**src/rtl/id_ex_pipe_if.sv**
```systemverilog
// Instruction bundle carried between pipeline stages. The ID stage drives it
// through master and the ID/EX register reads it through slave.
interface id_ex_pipe_if #(
    parameter int DATA_W = 32
);
    logic              valid;
    logic [6:0]        opcode;
    logic [2:0]        funct3;
    logic              funct7b5;
    logic [4:0]        rs1;
    logic [4:0]        rs2;
    logic [4:0]        rd;
    logic [DATA_W-1:0] pc;
    logic [DATA_W-1:0] rs1_data;
    logic [DATA_W-1:0] rs2_data;
    logic [DATA_W-1:0] imm;
    logic              RegDst;
    logic              Jump;
    logic              Branch;
    logic              MemRead;
    logic              MemtoReg;
    logic              MemWrite;
    logic              ALUSrc1;
    logic              ALUSrc2;
    logic              RegWrite;
    logic              JALorJALR;
    logic [6:0]        ALUOp;
    logic [3:0]        BE;
    logic [2:0]        Concat_control;

    modport master (
        output valid, opcode, funct3, funct7b5, rs1, rs2, rd,
        output pc, rs1_data, rs2_data, imm,
        output RegDst, Jump, Branch, MemRead, MemtoReg, MemWrite,
        output ALUSrc1, ALUSrc2, RegWrite, JALorJALR,
        output ALUOp, BE, Concat_control
    );

    modport slave (
        input valid, opcode, funct3, funct7b5, rs1, rs2, rd,
        input pc, rs1_data, rs2_data, imm,
        input RegDst, Jump, Branch, MemRead, MemtoReg, MemWrite,
        input ALUSrc1, ALUSrc2, RegWrite, JALorJALR,
        input ALUOp, BE, Concat_control
    );
endinterface

```
**src/rtl/id_ex_pipe.sv**
```systemverilog
// ID/EX pipeline register with load-use hazard detection, flush, hold,
// illegal-opcode squash and saturating stall/flush event counters.
module id_ex_pipe #(
    parameter int DATA_W = 32,
    parameter int CNT_W  = 16
) (
    input  logic             CLK,
    input  logic             RST,
    id_ex_pipe_if.slave      id,
    id_ex_pipe_if.master     ex,
    input  logic             flush,
    input  logic             ex_hold,
    output logic             stall,
    output logic             illegal_inst,
    output logic [CNT_W-1:0] load_use_cnt,
    output logic [CNT_W-1:0] flush_cnt
);
    typedef struct packed {
        logic              valid;
        logic [6:0]        opcode;
        logic [2:0]        funct3;
        logic              funct7b5;
        logic [4:0]        rs1;
        logic [4:0]        rs2;
        logic [4:0]        rd;
        logic [DATA_W-1:0] pc;
        logic [DATA_W-1:0] rs1_data;
        logic [DATA_W-1:0] rs2_data;
        logic [DATA_W-1:0] imm;
        logic              RegDst;
        logic              Jump;
        logic              Branch;
        logic              MemRead;
        logic              MemtoReg;
        logic              MemWrite;
        logic              ALUSrc1;
        logic              ALUSrc2;
        logic              RegWrite;
        logic              JALorJALR;
        logic [6:0]        ALUOp;
        logic [3:0]        BE;
        logic [2:0]        Concat_control;
    } bundle_t;

    bundle_t q;
    bundle_t nxt;
    logic    legal;
    logic    uses_rs1;
    logic    uses_rs2;
    logic    hazard;

    always_comb begin
        legal    = 1'b1;
        uses_rs1 = 1'b1;
        uses_rs2 = 1'b0;
        case (id.opcode)
            7'b0110111, 7'b0010111, 7'b1101111: uses_rs1 = 1'b0;
            7'b0110011, 7'b0100011, 7'b1100011: uses_rs2 = 1'b1;
            7'b0010011, 7'b0000011, 7'b1100111: uses_rs1 = 1'b1;
            default: begin
                legal    = 1'b0;
                uses_rs1 = 1'b0;
            end
        endcase
    end

    assign hazard = q.valid && q.MemRead && (q.rd != 5'd0) && id.valid &&
                    ((uses_rs1 && (id.rs1 == q.rd)) ||
                     (uses_rs2 && (id.rs2 == q.rd)));

    assign stall = ex_hold | (hazard & ~flush);

    always_comb begin
        nxt.valid          = id.valid;
        nxt.opcode         = id.opcode;
        nxt.funct3         = id.funct3;
        nxt.funct7b5       = id.funct7b5;
        nxt.rs1            = id.rs1;
        nxt.rs2            = id.rs2;
        nxt.rd             = id.rd;
        nxt.pc             = id.pc;
        nxt.rs1_data       = id.rs1_data;
        nxt.rs2_data       = id.rs2_data;
        nxt.imm            = id.imm;
        nxt.RegDst         = id.RegDst;
        nxt.Jump           = id.Jump;
        nxt.Branch         = id.Branch;
        nxt.MemRead        = id.MemRead;
        nxt.MemtoReg       = id.MemtoReg;
        nxt.MemWrite       = id.MemWrite;
        nxt.ALUSrc1        = id.ALUSrc1;
        nxt.ALUSrc2        = id.ALUSrc2;
        nxt.RegWrite       = id.RegWrite;
        nxt.JALorJALR      = id.JALorJALR;
        nxt.ALUOp          = id.ALUOp;
        nxt.BE             = id.BE;
        nxt.Concat_control = id.Concat_control;
        // An empty ID slot must never commit state downstream.
        if (!id.valid) begin
            nxt.RegWrite = 1'b0;
            nxt.MemWrite = 1'b0;
            nxt.MemRead  = 1'b0;
            nxt.Branch   = 1'b0;
            nxt.Jump     = 1'b0;
        end
    end

    always_ff @(posedge CLK or posedge RST) begin
        if (RST) begin
            q            <= '0;
            illegal_inst <= 1'b0;
            load_use_cnt <= '0;
            flush_cnt    <= '0;
        end else begin
            illegal_inst <= 1'b0;
            if (!ex_hold) begin
                if (flush) begin
                    q <= '0;
                    if (id.valid && (flush_cnt != '1))
                        flush_cnt <= flush_cnt + 1'b1;
                end else if (hazard) begin
                    q <= '0;
                    if (load_use_cnt != '1)
                        load_use_cnt <= load_use_cnt + 1'b1;
                end else if (id.valid && !legal) begin
                    q            <= '0;
                    illegal_inst <= 1'b1;
                end else begin
                    q <= nxt;
                end
            end
        end
    end

    assign ex.valid          = q.valid;
    assign ex.opcode         = q.opcode;
    assign ex.funct3         = q.funct3;
    assign ex.funct7b5       = q.funct7b5;
    assign ex.rs1            = q.rs1;
    assign ex.rs2            = q.rs2;
    assign ex.rd             = q.rd;
    assign ex.pc             = q.pc;
    assign ex.rs1_data       = q.rs1_data;
    assign ex.rs2_data       = q.rs2_data;
    assign ex.imm            = q.imm;
    assign ex.RegDst         = q.RegDst;
    assign ex.Jump           = q.Jump;
    assign ex.Branch         = q.Branch;
    assign ex.MemRead        = q.MemRead;
    assign ex.MemtoReg       = q.MemtoReg;
    assign ex.MemWrite       = q.MemWrite;
    assign ex.ALUSrc1        = q.ALUSrc1;
    assign ex.ALUSrc2        = q.ALUSrc2;
    assign ex.RegWrite       = q.RegWrite;
    assign ex.JALorJALR      = q.JALorJALR;
    assign ex.ALUOp          = q.ALUOp;
    assign ex.BE             = q.BE;
    assign ex.Concat_control = q.Concat_control;
endmodule

```
**src/flat_wrapper.sv**
```systemverilog
// flat-port wrapper written by rule: the top's interface ports become plain ports
module id_ex_pipe_flat 
#(
    parameter int DATA_W = 32,
    parameter int CNT_W  = 16
)
  (CLK, RST, flush, ex_hold, stall, illegal_inst, load_use_cnt, flush_cnt, id_valid, id_opcode, id_funct3, id_funct7b5, id_rs1, id_rs2, id_rd, id_pc, id_rs1_data, id_rs2_data, id_imm, id_RegDst, id_Jump, id_Branch, id_MemRead, id_MemtoReg, id_MemWrite, id_ALUSrc1, id_ALUSrc2, id_RegWrite, id_JALorJALR, id_ALUOp, id_BE, id_Concat_control, ex_valid, ex_opcode, ex_funct3, ex_funct7b5, ex_rs1, ex_rs2, ex_rd, ex_pc, ex_rs1_data, ex_rs2_data, ex_imm, ex_RegDst, ex_Jump, ex_Branch, ex_MemRead, ex_MemtoReg, ex_MemWrite, ex_ALUSrc1, ex_ALUSrc2, ex_RegWrite, ex_JALorJALR, ex_ALUOp, ex_BE, ex_Concat_control);
  id_ex_pipe_if #(.DATA_W(DATA_W)) id_i ();
  id_ex_pipe_if #(.DATA_W(DATA_W)) ex_i ();
  input  logic CLK;
  input  logic RST;
  input  logic flush;
  input  logic ex_hold;
  output logic stall;
  output logic illegal_inst;
  output logic [CNT_W-1:0] load_use_cnt;
  output logic [CNT_W-1:0] flush_cnt;
  input wire logic [$bits(id_i.valid)-1:0] id_valid;
  input wire logic [$bits(id_i.opcode)-1:0] id_opcode;
  input wire logic [$bits(id_i.funct3)-1:0] id_funct3;
  input wire logic [$bits(id_i.funct7b5)-1:0] id_funct7b5;
  input wire logic [$bits(id_i.rs1)-1:0] id_rs1;
  input wire logic [$bits(id_i.rs2)-1:0] id_rs2;
  input wire logic [$bits(id_i.rd)-1:0] id_rd;
  input wire logic [$bits(id_i.pc)-1:0] id_pc;
  input wire logic [$bits(id_i.rs1_data)-1:0] id_rs1_data;
  input wire logic [$bits(id_i.rs2_data)-1:0] id_rs2_data;
  input wire logic [$bits(id_i.imm)-1:0] id_imm;
  input wire logic [$bits(id_i.RegDst)-1:0] id_RegDst;
  input wire logic [$bits(id_i.Jump)-1:0] id_Jump;
  input wire logic [$bits(id_i.Branch)-1:0] id_Branch;
  input wire logic [$bits(id_i.MemRead)-1:0] id_MemRead;
  input wire logic [$bits(id_i.MemtoReg)-1:0] id_MemtoReg;
  input wire logic [$bits(id_i.MemWrite)-1:0] id_MemWrite;
  input wire logic [$bits(id_i.ALUSrc1)-1:0] id_ALUSrc1;
  input wire logic [$bits(id_i.ALUSrc2)-1:0] id_ALUSrc2;
  input wire logic [$bits(id_i.RegWrite)-1:0] id_RegWrite;
  input wire logic [$bits(id_i.JALorJALR)-1:0] id_JALorJALR;
  input wire logic [$bits(id_i.ALUOp)-1:0] id_ALUOp;
  input wire logic [$bits(id_i.BE)-1:0] id_BE;
  input wire logic [$bits(id_i.Concat_control)-1:0] id_Concat_control;
  output wire logic [$bits(ex_i.valid)-1:0] ex_valid;
  output wire logic [$bits(ex_i.opcode)-1:0] ex_opcode;
  output wire logic [$bits(ex_i.funct3)-1:0] ex_funct3;
  output wire logic [$bits(ex_i.funct7b5)-1:0] ex_funct7b5;
  output wire logic [$bits(ex_i.rs1)-1:0] ex_rs1;
  output wire logic [$bits(ex_i.rs2)-1:0] ex_rs2;
  output wire logic [$bits(ex_i.rd)-1:0] ex_rd;
  output wire logic [$bits(ex_i.pc)-1:0] ex_pc;
  output wire logic [$bits(ex_i.rs1_data)-1:0] ex_rs1_data;
  output wire logic [$bits(ex_i.rs2_data)-1:0] ex_rs2_data;
  output wire logic [$bits(ex_i.imm)-1:0] ex_imm;
  output wire logic [$bits(ex_i.RegDst)-1:0] ex_RegDst;
  output wire logic [$bits(ex_i.Jump)-1:0] ex_Jump;
  output wire logic [$bits(ex_i.Branch)-1:0] ex_Branch;
  output wire logic [$bits(ex_i.MemRead)-1:0] ex_MemRead;
  output wire logic [$bits(ex_i.MemtoReg)-1:0] ex_MemtoReg;
  output wire logic [$bits(ex_i.MemWrite)-1:0] ex_MemWrite;
  output wire logic [$bits(ex_i.ALUSrc1)-1:0] ex_ALUSrc1;
  output wire logic [$bits(ex_i.ALUSrc2)-1:0] ex_ALUSrc2;
  output wire logic [$bits(ex_i.RegWrite)-1:0] ex_RegWrite;
  output wire logic [$bits(ex_i.JALorJALR)-1:0] ex_JALorJALR;
  output wire logic [$bits(ex_i.ALUOp)-1:0] ex_ALUOp;
  output wire logic [$bits(ex_i.BE)-1:0] ex_BE;
  output wire logic [$bits(ex_i.Concat_control)-1:0] ex_Concat_control;
  assign id_i.valid = id_valid;
  assign id_i.opcode = id_opcode;
  assign id_i.funct3 = id_funct3;
  assign id_i.funct7b5 = id_funct7b5;
  assign id_i.rs1 = id_rs1;
  assign id_i.rs2 = id_rs2;
  assign id_i.rd = id_rd;
  assign id_i.pc = id_pc;
  assign id_i.rs1_data = id_rs1_data;
  assign id_i.rs2_data = id_rs2_data;
  assign id_i.imm = id_imm;
  assign id_i.RegDst = id_RegDst;
  assign id_i.Jump = id_Jump;
  assign id_i.Branch = id_Branch;
  assign id_i.MemRead = id_MemRead;
  assign id_i.MemtoReg = id_MemtoReg;
  assign id_i.MemWrite = id_MemWrite;
  assign id_i.ALUSrc1 = id_ALUSrc1;
  assign id_i.ALUSrc2 = id_ALUSrc2;
  assign id_i.RegWrite = id_RegWrite;
  assign id_i.JALorJALR = id_JALorJALR;
  assign id_i.ALUOp = id_ALUOp;
  assign id_i.BE = id_BE;
  assign id_i.Concat_control = id_Concat_control;
  assign ex_valid = ex_i.valid;
  assign ex_opcode = ex_i.opcode;
  assign ex_funct3 = ex_i.funct3;
  assign ex_funct7b5 = ex_i.funct7b5;
  assign ex_rs1 = ex_i.rs1;
  assign ex_rs2 = ex_i.rs2;
  assign ex_rd = ex_i.rd;
  assign ex_pc = ex_i.pc;
  assign ex_rs1_data = ex_i.rs1_data;
  assign ex_rs2_data = ex_i.rs2_data;
  assign ex_imm = ex_i.imm;
  assign ex_RegDst = ex_i.RegDst;
  assign ex_Jump = ex_i.Jump;
  assign ex_Branch = ex_i.Branch;
  assign ex_MemRead = ex_i.MemRead;
  assign ex_MemtoReg = ex_i.MemtoReg;
  assign ex_MemWrite = ex_i.MemWrite;
  assign ex_ALUSrc1 = ex_i.ALUSrc1;
  assign ex_ALUSrc2 = ex_i.ALUSrc2;
  assign ex_RegWrite = ex_i.RegWrite;
  assign ex_JALorJALR = ex_i.JALorJALR;
  assign ex_ALUOp = ex_i.ALUOp;
  assign ex_BE = ex_i.BE;
  assign ex_Concat_control = ex_i.Concat_control;
  id_ex_pipe #(.DATA_W(DATA_W), .CNT_W(CNT_W)) u_core (.CLK(CLK), .RST(RST), .id(id_i), .ex(ex_i), .flush(flush), .ex_hold(ex_hold), .stall(stall), .illegal_inst(illegal_inst), .load_use_cnt(load_use_cnt), .flush_cnt(flush_cnt));
endmodule
```
**config.mk**
```make
export PLATFORM = sky130hd
export DESIGN_NAME = id_ex_pipe_flat
export DESIGN_NICKNAME = d
export VERILOG_FILES = /design/src/rtl/id_ex_pipe_if.sv /design/src/rtl/id_ex_pipe.sv /design/src/flat_wrapper.sv
export SDC_FILE = /design/constraint.sdc
export NUM_CORES = 1
export LEC_CHECK = 0
export CAP_MARGIN = 20
export CORE_AREA = 2 2 154 156
export CTS_BUF_LIST = sky130_fd_sc_hd__clkbuf_16
export CTS_CLUSTER_SIZE = 10
export DETAILED_ROUTE_END_ITERATION = 8
export DIE_AREA = 0 0 156 158
export GPL_ROUTABILITY_DRIVEN = 0
export PLACE_DENSITY = 0.71
export SETUP_SLACK_MARGIN = 0.5
export SKIP_CTS_REPAIR_TIMING = 1
export SLEW_MARGIN = 0
export SYNTH_ARGS = -nofsm -noshare
export SYNTH_HDL_FRONTEND = slang
export SYNTH_SLANG_ARGS = --single-unit
```
**constraint.sdc**
```tcl
create_clock -name CLK -period 12.31 [get_ports CLK]
set_input_delay 3.693 -clock CLK [delete_from_list [all_inputs] [get_ports CLK]]
set_output_delay 3.693 -clock CLK [all_outputs]
set_load 0.05 [all_outputs]
```
# == Word-level counts from Yosys, hierarchy flattened ==
# Index checks and enable logic that the tools add are counted.
# word_totals
register_bits,212
in_bits,183
output_inout_bits,213
elab_cells,75
# op_classes
add_sub_neg,2
eq_ne,13
n_mux,13
bitwise_logic,4
n_reduce_logical,16
# ops
operator,count
179-bit 2-to-1 mux,3
"16-bit by 1-bit adder with 16-bit output, second input constant",2
"16-bit != test, second input constant",2
"7-bit by 6-bit == test with 1-bit output, second input constant",3
"7-bit == test, second input constant",3
"7-bit by 5-bit == test with 1-bit output, second input constant",2
5-bit == test,2
1-bit 2-to-1 mux,9
9-bit OR reduction,1
1-bit logical AND,8
"7-bit by 2-bit == test with 1-bit output, second input constant",1
6-bit OR reduction,1
5-bit nonzero test,1
4-bit AND reduction,1
3-bit 2-to-1 mux,1
3-bit AND reduction,1
3-bit OR reduction,1
1-bit inverter,2
1-bit bitwise AND,1
1-bit zero test,1
1-bit logical OR,1
1-bit OR,1

# == Longest topological paths before layout ==
# depth
depth_word,9
ltp_mapped,9
depth_no_buf,7

# == Worst setup path after synthesis ==
# Ideal clock, no wire load.
# synth_path
kind,in2out
startpoint,in id_opcode[4]
endpoint,out stall
t_arrival_ps,4949
required_time_ps,8617
slack_ps,3668
cell_stages,6
path_buffers,1
cell_sequence,and3b_1 o211ai_1 o22ai_1 and2_4 clkbuf_1 a21o_1
# synth_via
elab_chain_cells,8
word_cells_on_any_way,16
# synth_lines
item,line,source
from (decl),flat_wrapper.sv:19,input wire logic [$bits(id_i.opcode)-1:0] id_opcode;
"7-bit by 5-bit == test with 1-bit output, or another cell as far along",id_ex_pipe.sv:56,case (id.opcode)
6-bit OR reduction (no source line) or 3-bit OR reduction (tied branches),--,
1-bit 2-to-1 mux,id_ex_pipe.sv:56,
1-bit logical AND (on tied branches),"id_ex_pipe.sv:68, id_ex_pipe.sv:69",
1-bit logical OR (*),id_ex_pipe.sv:68,((uses_rs1 && (id.rs1 == q.rd)) ||
1-bit logical AND (*),id_ex_pipe.sv:67,assign hazard = q.valid && q.MemRead && (q.rd != 5'd0) && id.valid &&
1-bit bitwise AND (*),id_ex_pipe.sv:71,assign stall = ex_hold | (hazard & ~flush);
1-bit OR (*),id_ex_pipe.sv:71,
to (decl),flat_wrapper.sv:14,output logic stall;
# Mark *: on every way between the ends. The rest lies on a longest branch, timed or not.

# == Final worst setup path ==
# layout_path
startpoint,in id_rs2[2]
endpoint,out stall
# layout_via
elab_chain_cells,6
# layout_lines
item,line,source
from (decl),flat_wrapper.sv:23,input wire logic [$bits(id_i.rs2)-1:0] id_rs2;
5-bit == test,id_ex_pipe.sv:69,(uses_rs2 && (id.rs2 == q.rd)));
1-bit logical AND,id_ex_pipe.sv:69,
1-bit logical OR,id_ex_pipe.sv:68,
1-bit logical AND,id_ex_pipe.sv:67,
1-bit bitwise AND,id_ex_pipe.sv:71,
1-bit OR,id_ex_pipe.sv:71,
# No other way between the ends.

==> key figures <==
Run status
  • Status: completed

Clock tree
  • Clk sink count: 212
  • Root buf cell: clkbuf_16
  • Clock Latency Late Sink: 510 ps
  • CTS tree: done
  • Clock buffer depth: 3
  • CTS H-tree lvls: 1
  • Cts bufs inserted: 26
  • Clk slew on worst S/H paths: 50 ps

Placement
  • Buffers on Ports: 395
  • Dpl ws: 2410 ps
  • Placed wire-length estimate: 17.1 mm

STA
  • RSZ-0062 raised after global routing: false
  • Pins Over Slew Limit: 0
  • Clock Skew: 17.3 ps
  • Worst Max-Slew Pin Slew: 1010 ps
  • Fin crit share: 0.798
  • Final hold slack: 500 ps
  • Final min period: 9830 ps
  • Worst setup margin: 2480 ps
  • Slew HR: 0.326
  • Peak Freq: 102 MHz
  • TNS Setup: 0 ps
  • Final hold violation count: 0
  • # setup viols final: 0

Worst setup path
  • FF-to-FF setup slack: 9300 ps
  • Data required, critical path: 8620 ps
  • R2R depth: 8
  • Crit-path max FO: 13
  • Arrival @ worst endpoint: 6130 ps
  • Reg2reg end: u_core.ex.rs2_data[8]
  • CP startpoint kind: input pin
  • CP Capture Type: primary output
  • R2r startpoint: u_core.ex.rd[3]
  • Crit path cell chain: clkdlybuf4s50_1 > xnor2_1 > nand4_1 > o22ai_1 > and2_4 > a21o_1 > clkdlybuf4s50_1
  • CP Class: input pin to primary output
  • CP max stage cell: clkdlybuf4s50_1
  • Slowest stage delay, CP: 800 ps
  • Cell repeated most along the worst path: clkdlybuf4s50_1

Route
  • Drt pass-1 iters: 4
  • Post-route ant nets: 0
  • Via/cell ratio: 5.08
  • Wire length per cell: 19.6 um
  • Via count: 6339
  • Wirelength, routed: 24.4 mm
  • DR iter-0 viols: 263
  • Post-route DRC: 0

Die
  • Die area: 24600 um^2
  • Die Y: 158 um
  • Initial Util: 0.348
  • Num ports: 396
  • Width of the die: 156 um
  • Core area: 23100 um^2
  • Site Rows: 56

Final layout
  • P&R area growth vs syn: 60.8%
  • Most common cell after layout, fill and taps aside: clkdlybuf4s50_1
  • Final #Nets: 1137
  • Fraction of layout cells with a size suffix above 1: 0.0449
  • Register area: 5310 um^2
  • Most frequent cells in the layout: 394 x clkdlybuf4s50_1, 212 x dfrtp_1, 178 x a22o_1, 32 x xnor2_1, 27 x clkbuf_16
  • Antenna cells: 0
  • Number of fill cells: 1924
  • Multi-input logic area: 2450 um^2

Logic synthesis
  • Number of register bits inferred by synthesis: 212
  • Area share of the largest cell type after synthesis: 0.662
  • Register area share after synthesis: 0.662
  • Mapped cell area: 8020 um^2
  • Synth warn: 0
  • Synth Flop Type: dfrtp_1
  • Ys async rst share: 1.00
  • Number of flops mapped to enable cells by yosys: 0
  • Top post-synthesis cells by area: dfrtp_1 66%, a22o_1 19%, xnor2_1 3.5%, buf_6 1.3%, clkbuf_1 1.1%
  • Synth cell types: 36
  • Leading area contributor after synthesis: dfrtp_1
  • Syn Area/Cell: 14.2 um^2
  • Synth Instances: 566
  • Syn nets: 751

Hold path
  • Worst Hold Class: flop to flop
  • Worst hold endpoint: u_core.load_use_cnt[15]
  • Worst min-delay path startpoint: u_core.load_use_cnt[15]
  • Hold Path Depth: 1

Global route
  • Initial antenna violation count: 0
  • Largest net degree at the start of global routing: 143
  • Overall routing resource usage: 0.187
  • Remaining global-route overflow: 0
  • First-pass GRT wire length: 36.4 mm
  • Vias in the first global route: 6343

Flow run
  • Max Cap Violations: 0

Power
  • Pleak: 5.70 nW
  • Peak VDD IR: 0.0000863 V
  • Power Dens Cells: 143 nW/um^2
-- state kept, by name, indices dropped and copies added (netlist names), 3 cells and up --
| name | cells |
|---|---|
| u_core.ex.imm | 32 |
| u_core.ex.pc | 32 |
| u_core.ex.rs1_data | 32 |
| u_core.ex.rs2_data | 32 |
| u_core.flush_cnt | 16 |
| u_core.load_use_cnt | 16 |
| u_core.ex.ALUOp | 7 |
| u_core.ex.opcode | 7 |
| u_core.ex.rd | 5 |
| u_core.ex.rs1 | 5 |
| u_core.ex.rs2 | 5 |
| u_core.ex.BE | 4 |
| u_core.ex.Concat_control | 3 |
| u_core.ex.funct3 | 3 |
-- Yosys cell counts, types with 6 or more instances --
cell,count
buf_2,9
inv_1,7
xor2_1,8
nor2_1,9
buf_6,9
and3_1,6
xnor2_1,32
clkbuf_1,23
nand2_1,11
and4_1,6
nand4_1,11
a22o_1,178
dfrtp_1,212
nand3_1,12
-- critical path, delay by kind of cell --
kind	cells	cell delay, ps
buffers and inverters	2	1230
xor gates and xnor gates	1	220
and+or+nand+nor	2	570
AOI/OAI and AO/OA	2	410
-- area by class of cell --
cell class              count  share of cell area
flip-flops and latches    212               0.411
repair buffers            400               0.311
clock inverters             7             0.00456
well taps                 290              0.0281
inverters                   7             0.00262
clock buffers              27              0.0524
multi-input cells         305               0.190
-- power by group --
group	leakage (nW)	internal, mW	switching [mW]
clock network	0.377	0.407	0.268
registers	2.85	0.740	0.0335
logic	2.47	0.159	0.235
-- cell families (layout without fill, tap and decap cells) --
logic type	after synthesis	in the layout	synth area share
AO/OA/AOI/OAI	187	187	0.203
XOR/XNOR	40	40	0.0437
adder cells (fa/ha/maj)	2	2	0.00312
buffers and inverters	49	441	0.0332
flip-flops	212	212	0.662
multiplexers	2	2	0.00281
AND/OR/NAND/NOR	74	74	0.0526
-- worst max path at each step --
stage / end / from / cells after the start
2_1_floorplan: u_core.ex.ALUOp[0] / RST / 1
3_3_place_gp: stall / id_rs2[2] / 7
3_5_place_dp: stall / id_rs2[2] / 7
4_1_cts: stall / id_rs2[2] / 7
5_1_grt: stall / id_rs2[2] / 7
6_report: stall / id_rs2[2] / 7
-- stage by stage --
step,total power [mW],cells,instance area (um^2),utilization
2_1_floorplan,1.01,566,8020,-
3_3_place_gp,1.18,1213,12100,0.527
3_5_place_dp,1.18,1213,12100,0.527
4_1_cts,1.87,1247,12900,0.558
5_1_grt,1.92,1248,12900,0.559
6_report,1.84,1248,12900,0.559
-- per-layer routing --
metal	GRT usage	share of wire
met2	0.309	0.48
met1	0.241	0.41
met4	0.0481	0.019
met3	0.0569	0.090
met5	0	0
(Power assumes the default switching activity.)
